**src/rtl/constants.svh**
```systemverilog
// Project-wide shared constants, included into package scope.
`ifndef CONSTANTS_SVH
`define CONSTANTS_SVH
localparam logic [31:0] ZERO = 32'h0;
`endif

```
**src/rtl/fetch_pkg.sv**
```systemverilog
// Shared types for the instruction fetch front end: FSM states and buffer entry.
package fetch_pkg;
`include "constants.svh"

    localparam int FETCH_AWIDTH = 32;
    localparam int FETCH_DWIDTH = 32;
    localparam int PC_STEP      = 4;

    typedef enum logic [1:0] {BOOT, RUN, FLUSH, HALT} fetch_state_e;

    typedef struct packed {
        logic [FETCH_AWIDTH-1:0] pc;
        logic [FETCH_DWIDTH-1:0] insn;
    } fetch_entry_t;
endpackage

```
**src/rtl/fetch_fifo.sv**
```systemverilog
// Synchronous FIFO with occupancy count and synchronous clear; no write-to-read bypass.
module fetch_fifo
    import fetch_pkg::*;
#(
    parameter int W     = 32,
    parameter int DEPTH = 2
) (
    input  logic                   clk_i,
    input  logic                   rst_ni,
    input  logic                   clr_i,
    input  logic                   push_i,
    input  logic [W-1:0]           wdata_i,
    input  logic                   pop_i,
    output logic [W-1:0]           rdata_o,
    output logic [$clog2(DEPTH):0] count_o,
    output logic                   empty_o
);
    localparam int AW = $clog2(DEPTH);

    logic [W-1:0]  mem [DEPTH];
    logic [AW-1:0] wr_ptr, rd_ptr;
    logic [AW:0]   cnt;
    logic          do_push, do_pop;

    assign empty_o = (cnt == '0);
    assign do_push = push_i && (cnt != (AW+1)'(DEPTH));
    assign do_pop  = pop_i && !empty_o;
    assign rdata_o = mem[rd_ptr];
    assign count_o = cnt;

    always_ff @(posedge clk_i or negedge rst_ni) begin
        if (!rst_ni) begin
            for (int i = 0; i < DEPTH; i++) mem[i] <= W'(ZERO);
            wr_ptr <= '0;
            rd_ptr <= '0;
            cnt    <= '0;
        end else if (clr_i) begin
            wr_ptr <= '0;
            rd_ptr <= '0;
            cnt    <= '0;
        end else begin
            if (do_push) begin
                mem[wr_ptr] <= wdata_i;
                wr_ptr      <= wr_ptr + 1'b1;
            end
            if (do_pop) rd_ptr <= rd_ptr + 1'b1;
            case ({do_push, do_pop})
                2'b10:   cnt <= cnt + 1'b1;
                2'b01:   cnt <= cnt - 1'b1;
                default: cnt <= cnt;
            endcase
        end
    end
endmodule

```
**src/rtl/fetch_unit.sv**
```systemverilog
// Instruction fetch front end with redirect flush and stale-response dropping.
// Optional FETCH_MISALIGN_TRAP_EN: misaligned redirect target halts fetch (sticky misaligned_o).
module fetch_unit
    import fetch_pkg::*;
#(
    parameter int                AWIDTH   = FETCH_AWIDTH,
    parameter int                DWIDTH   = FETCH_DWIDTH,
    parameter logic [AWIDTH-1:0] RESET_PC = 32'h0100_0000,
    parameter int                DEPTH    = 2
) (
    input  logic              clk_i,
    input  logic              rst_ni,
    input  logic              redirect_valid_i,
    input  logic [AWIDTH-1:0] redirect_pc_i,
    output logic              imem_req_valid_o,
    input  logic              imem_req_ready_i,
    output logic [AWIDTH-1:0] imem_req_addr_o,
    input  logic              imem_rsp_valid_i,
    input  logic [DWIDTH-1:0] imem_rsp_data_i,
    output logic              insn_valid_o,
    input  logic              insn_ready_i,
    output logic [DWIDTH-1:0] insn_o,
    output logic [AWIDTH-1:0] insn_pc_o
`ifdef FETCH_MISALIGN_TRAP_EN
    ,
    output logic              misaligned_o
`endif
);
    localparam int CW = $clog2(DEPTH) + 1;

    fetch_state_e      state_q, state_d;
    logic [AWIDTH-1:0] pc_q, redirect_tgt, tag_head;
    logic [CW-1:0]     drop_q, drop_d, outstanding, buf_count;
    logic [CW:0]       occupancy;
    logic              tag_empty, buf_empty, req_fire, rsp_hit, buf_push, buf_pop, trap;
    fetch_entry_t      buf_wdata, buf_head;

`ifdef FETCH_MISALIGN_TRAP_EN
    assign trap         = redirect_valid_i && (redirect_pc_i[1:0] != ZERO[1:0]);
    assign redirect_tgt = redirect_pc_i;
`else
    assign trap         = 1'b0;
    assign redirect_tgt = redirect_pc_i & ~AWIDTH'(PC_STEP - 1);
`endif

    // Reserve buffer space for every in-flight response so responses never stall.
    assign occupancy        = {1'b0, outstanding} + {1'b0, buf_count};
    assign imem_req_valid_o = (state_q == RUN || state_q == FLUSH) && !redirect_valid_i
                              && (occupancy < (CW+1)'(DEPTH));
    assign imem_req_addr_o  = pc_q;
    assign req_fire         = imem_req_valid_o && imem_req_ready_i;
    // A response with nothing outstanding is a protocol error and is ignored.
    assign rsp_hit          = imem_rsp_valid_i && !tag_empty;
    assign buf_push         = rsp_hit && !redirect_valid_i && (drop_q == '0);
    assign insn_valid_o     = !buf_empty && !redirect_valid_i;
    assign buf_pop          = insn_valid_o && insn_ready_i;
    assign insn_o           = buf_head.insn;
    assign insn_pc_o        = buf_head.pc;
    assign buf_wdata        = '{pc: tag_head, insn: imem_rsp_data_i};

    always_comb begin
        drop_d = drop_q;
        if (redirect_valid_i)            drop_d = outstanding - CW'(rsp_hit);
        else if (rsp_hit && drop_q != '0) drop_d = drop_q - 1'b1;
    end

    always_comb begin
        state_d = state_q;
        case (state_q)
            BOOT:       state_d = trap ? HALT : RUN;
            RUN, FLUSH: state_d = trap ? HALT : ((drop_d != '0) ? FLUSH : RUN);
            HALT:       state_d = HALT;
        endcase
    end

    always_ff @(posedge clk_i or negedge rst_ni) begin
        if (!rst_ni) begin
            state_q <= BOOT;
            pc_q    <= RESET_PC;
            drop_q  <= '0;
        end else begin
            state_q <= state_d;
            drop_q  <= drop_d;
            if (redirect_valid_i) pc_q <= redirect_tgt;
            else if (req_fire)    pc_q <= pc_q + AWIDTH'(PC_STEP);
        end
    end

`ifdef FETCH_MISALIGN_TRAP_EN
    always_ff @(posedge clk_i or negedge rst_ni) begin
        if (!rst_ni)   misaligned_o <= 1'b0;
        else if (trap) misaligned_o <= 1'b1;
    end
`endif

    // Tag queue tracks exactly the responses still owed, stale or not.
    fetch_fifo #(.W(AWIDTH), .DEPTH(DEPTH)) u_tag_q (
        .clk_i   (clk_i),
        .rst_ni  (rst_ni),
        .clr_i   (1'b0),
        .push_i  (req_fire),
        .wdata_i (pc_q),
        .pop_i   (rsp_hit),
        .rdata_o (tag_head),
        .count_o (outstanding),
        .empty_o (tag_empty)
    );

    fetch_fifo #(.W($bits(fetch_entry_t)), .DEPTH(DEPTH)) u_insn_buf (
        .clk_i   (clk_i),
        .rst_ni  (rst_ni),
        .clr_i   (redirect_valid_i),
        .push_i  (buf_push),
        .wdata_i (buf_wdata),
        .pop_i   (buf_pop),
        .rdata_o (buf_head),
        .count_o (buf_count),
        .empty_o (buf_empty)
    );
endmodule

```
**config.mk**
```make
export PLATFORM = sky130hd
export DESIGN_NAME = fetch_unit
export DESIGN_NICKNAME = d
export VERILOG_FILES = /design/src/rtl/fetch_pkg.sv /design/src/rtl/fetch_fifo.sv /design/src/rtl/fetch_unit.sv
export VERILOG_INCLUDE_DIRS = /design/src /design/src/rtl
export SDC_FILE = /design/constraint.sdc
export NUM_CORES = 1
export LEC_CHECK = 0
export BUFFER_PORTS_ARGS = -buffer_cell sky130_fd_sc_hd__buf_2
export CAP_MARGIN = 0
export CORE_MARGIN = 2
export CORE_UTILIZATION = 54
export DETAILED_ROUTE_END_ITERATION = 6
export PLACE_DENSITY = 0.77
export SETUP_SLACK_MARGIN = 0.5
export SYNTH_ARGS = -nofsm -noshare
export SYNTH_HDL_FRONTEND = slang
export SYNTH_SLANG_ARGS = --single-unit
```
**constraint.sdc**
```tcl
create_clock -name clk_i -period 7.89 [get_ports clk_i]
set_input_delay 1.9725 -clock clk_i [delete_from_list [all_inputs] [get_ports clk_i]]
set_output_delay 1.9725 -clock clk_i [all_outputs]
set_load 0.01 [all_outputs]
```
After elaboration in Yosys (flattened, before gate mapping):

Cells that the tools add are included.

* add/sub/neg operators: 12
* order comparisons: 7
* eq/ne operators: 9
* muxes and demuxes: 25
* bitwise operators: 5
* reductions and logical operators: 32

Operators with widths (count)
* $mux 64: 4
* $mux 32: 6
* $bwmux 128: 1
* $bwmux 64: 1
* $demux 64 s1: 1
* $add 32x3->32 const B: 1
* $demux 32 s1: 1
* $logic_and 1x1->1: 15
* $reduce_bool 2->1: 6
* $eq 2x2->1 const B: 4
* $ge 2x2->1 const B: 4
* $logic_not 2->1: 4
* $mux 2: 4
* $not 1->2: 4
* $pmux 2 s2: 2
* $eq 2x1->1 const B: 3
* $pmux 2 s3: 1
* $sub 2x1->2 const B: 3
* $add 1x1->1 const B: 4
* $add 2x1->2 const B: 2
* $lt 2x1->1 const B: 2
* $mux 1: 4
* $ne 2x2->1 const B: 2
* $add 2x2->3: 1
* other kinds (8): 10

* flip-flop bits (word level): 236
* input bits: 70
* output and inout port bits: 98

Logic depth before layout (Yosys ltp):

* depth in word-level cells: 9
* gate-level depth with buffers: 10
* depth with buffers taken out: 9

Hierarchy:

From an unflattened synthesis, not the netlist that was laid out.

* cells, all modules: 814
* area total of the unflattened synthesis: 11277.1 um2

By module, submodules not included
* fetch_fifo at u_insn_buf: times used 1, cells an instance 364, area each 5994.5 um2
* fetch_fifo at u_tag_q: times used 1, cells an instance 195, area each 3088.0 um2
* fetch_unit: times used 1, cells an instance 255, area each 2194.6 um2

Worst setup path before layout:

OpenSTA, ideal clock, no wires.

* path kind: in2out
* from: input port redirect_valid_i
* to: output port imem_req_valid_o
* data arrival time: 3.071 ns
* data required time: 5.918 ns
* path slack: 2.846 ns
* cell stages on the path: 4
* path buffers: 3
* cell sequence: clkbuf_1 -> buf_1 -> clkbuf_1 -> nor4b_1

* longest elaborated chain between the ends: 3

RTL lines
* from (decl): RTL line fetch_unit.sv:13 `input logic redirect_valid_i,`
* $logic_not 1->1: RTL line fetch_unit.sv:48 `assign imem_req_valid_o = (state_q == RUN || state_q == FLUSH) && !redirect_valid_i`
* $logic_and 1x1->1: RTL line fetch_unit.sv:48
* $logic_and 1x1->1: RTL line fetch_unit.sv:49 `&& (occupancy < (CW+1)'(DEPTH));`
* to (decl): RTL line fetch_unit.sv:15 `output logic imem_req_valid_o,`

No other way between the ends.

Worst setup path in the final report:

Ends and elaborated chain as after synthesis.

==> flow_metrics.env <==
export IMPL_status="completed"
export IMPL_core_um2=18600
export IMPL_drtAntennaViolNets=0
export IMPL_antenna_diode_count=0
export IMPL_cp_top_family="buffers and inverters"
export IMPL_grt_max_degree=97
export IMPL_clkTransAtPathRegs_ns=0.06
export IMPL_dieArea_um2=20000
export IMPL_start_kind="input pin"
export IMPL_boundaryPins=168
export IMPL_synth_edf_count=0
export IMPL_wl_per_cell_um=17.3
export IMPL_place_congestion=0.853
export IMPL_crit_required_ns=5.92
export IMPL_crit_type="in -> out"
export IMPL_cts_made_buffers=23
export IMPL_critical_path_buf_inv_count=3
export IMPL_maxCapViolations=0
export IMPL_avgViaCountPerCell=5.52
export IMPL_min_period_ns=4.92
export IMPL_cp_slowest_cell="nor4b_1"
export IMPL_layout_nets=1060
export IMPL_clk_insertion_delay_late_ns=0.50
export IMPL_drive_above_1_share_pct=40.6
export IMPL_worst_path_max_fanout=72
export IMPL_hold_buffers=0
export IMPL_synth_seq_area_share_pct=55.5
export IMPL_gr_usage_all_layers_pct=21.3
export IMPL_cpMostUsedCell="buf_2"
export IMPL_clock_tree_buffer_depth=3
export IMPL_max_stage_delay_ns=0.36
export IMPL_synth_seq_cells=226
export IMPL_synth_ff_type="dfrtp_1"
export IMPL_root_buffer="clkbuf_16"
export IMPL_fin_util_pct=64.2
export IMPL_overflow=0
export IMPL_max_freq_mhz=203
export IMPL_worst_pin_slew_ns=1.02
export IMPL_skew_ns=0.00989
export IMPL_end_kind="output port"
export IMPL_rsz0062_at_grt="false"
export IMPL_drc=0
export IMPL_netlist_area_um2=10200
export IMPL_syn_to_final_growth_pct=17.4
export IMPL_yosysWarnings=0
export IMPL_synth_cells=833
export IMPL_fp_dieH_um=141
export IMPL_hold_violations=0
export IMPL_cts_resized=0
export IMPL_grt_pass1_wl_mm=34.6
export IMPL_hold_path_class="reg -> reg"
export IMPL_fillers=1429
export IMPL_initial_core_util_pct=54.7
export IMPL_portBuffers=161
export IMPL_cts_tree="yes"
export IMPL_postCtsSetupBuffers=0
export IMPL_regArea_um2=5660
export IMPL_slew_violations=0
export IMPL_async_reset_ff_share_pct=100
export IMPL_place_inst=1192
export IMPL_finalCritPeriodShare_pct=62.4
export IMPL_routed_wl_mm=21.3
export IMPL_antenna_found_initial=0
export IMPL_multi_input_area_um2=4280
export IMPL_syn_avg_cell_area_um2=12.2
export IMPL_ir_drop_mv=0.173
export IMPL_grt_pass1_vias=6826
export IMPL_crit_chain="buf_2, buf_4, nor4b_1, buf_2"
export IMPL_synth_cell_types=48
export IMPL_clock_sinks=226
export IMPL_dp_hpwl_mm=13.8
export IMPL_drt_pass1_iter_count=5
export IMPL_fin_tns_setup_ns=0
export IMPL_die_w_um=141
export IMPL_rows=50
export IMPL_drt_iter0_markers=337
export IMPL_max_slew_margin_pct=31.1
export IMPL_vias=6811
export IMPL_htreeDepth=1
export IMPL_leakage_nw=5.66
export IMPL_stdcell_count=1233
export IMPL_setup_viol=0
export IMPL_power_density_nw_per_um2=355
export IMPL_worstPathArrival_ns=2.95
## cells by family after synthesis
group / Yosys count / share of synthesized area [%]
fa+ha+maj: 7 / 0.932
xor+xnor: 34 / 2.92
simple gates: 173 / 8.29
mux: 219 / 23.8
compound gates: 108 / 5.70
flops: 226 / 55.5
buf+inv: 65 / 2.85
other cells: 1 / 0.0368
## state kept, by name, indices dropped and copies added, names as in the netlist
name / flops
state_q: 2
u_tag_q.wr_ptr: 1
u_insn_buf.rd_ptr: 1
drop_q: 2
u_insn_buf.wr_ptr: 1
u_tag_q.mem: 60
u_insn_buf.mem: 124
imem_req_addr_o: 30
u_insn_buf.count_o: 2
u_tag_q.count_o: 2
u_tag_q.rd_ptr: 1
## worst register-to-register path: cells and delay by family, from the launching register on
kind                       cells  cell delay (ns)
and+or+nand+nor                4             1.05
adders and majority gates      1             0.49
DFF                            1             0.47
muxes                          1             0.41
buffers and inverters          1             0.40
AOI/OAI and AO/OA              1             0.24
## cells in the mapped netlist (all sizes together), types with 4 or more instances
master | n | share of area (%)
a21oi | 64 | 3.1
and2 | 4 | 0.25
and3 | 7 | 0.43
buf | 31 | 1.6
clkbuf | 21 | 0.77
dfrtp | 225 | 55
ha | 6 | 0.74
inv | 13 | 0.48
mux2 | 188 | 21
mux2i | 31 | 3.0
nand2 | 36 | 1.3
nand3 | 17 | 0.83
nand4 | 9 | 0.70
nor2 | 73 | 2.7
nor4 | 9 | 0.67
o211ai | 4 | 0.29
o21ai | 29 | 1.5
xnor2 | 16 | 1.4
xor2 | 18 | 1.5
## power breakdown
group          internal [W]  total, W  leakage [nW]  switching [W]
combinational      0.000695   0.00132          2.41       0.000625
sequential          0.00157   0.00183          2.87       0.000254
clock              0.000677   0.00110         0.381       0.000422
## path summary, 6_finish.rpt
path                                     from            endpoint  slack, ns  cells after the start
max                          redirect_valid_i    imem_req_valid_o       2.97                      4
min                           u_tag_q.mem[24]     u_tag_q.mem[24]       0.49                      2
max reg2reg                u_tag_q.count_o[0]     u_tag_q.mem[61]       4.72                      8
min reg2reg                   u_tag_q.mem[24]     u_tag_q.mem[24]       0.49                      2
max in group asynchronous              rst_ni   u_insn_buf.rd_ptr       5.04                      2
min in group asynchronous              rst_ni  u_insn_buf.mem[31]       1.50                      1
## routing by layer
metal	track usage [%]	wire (um)
met5	0	0
met2	33.4	9720
met1	31.1	10200
met4	6.16	393
met3	3.10	1040
## cell usage in the layout, fill, tap and decap left out, types with 6 or more instances in the layout
cell type	n
o21ai_0	27
ha_1	6
nand2_1	36
inv_1	13
buf_2	160
xor2_1	18
nor4_1	7
nand3_1	17
mux2_2	188
clkbuf_8	8
dfrtp_1	224
clkbuf_16	23
buf_4	13
nor2_1	72
nand4_1	8
xnor2_1	16
clkbuf_1	7
mux2i_1	31
and3_1	7
a21oi_1	64
## final cells by class
cell class	instances	share of cell area [%]
flip-flops and latches	226	47.3
multi-input cells	545	35.8
repair buffers	174	7.63
clock buffers	38	5.95
well taps	234	2.45
clock inverters	3	0.543
inverters	13	0.408
## through the flow
stage / hold slack, ns / instance area, um^2 / setup slack, ns / power [W]
after floorplan: 0.450 / 10200 / 2.85 / 0.00271
final: 0.487 / 12000 / 2.97 / 0.00424
after global routing: 0.513 / 12000 / 2.90 / 0.00451
after detailed placement: 0.472 / 11200 / 2.99 / 0.00316
after global placement: 0.465 / 11200 / 2.95 / 0.00311
after CTS: 0.486 / 12000 / 2.98 / 0.00429
No activity file was read; power rests on OpenSTA's default activity.
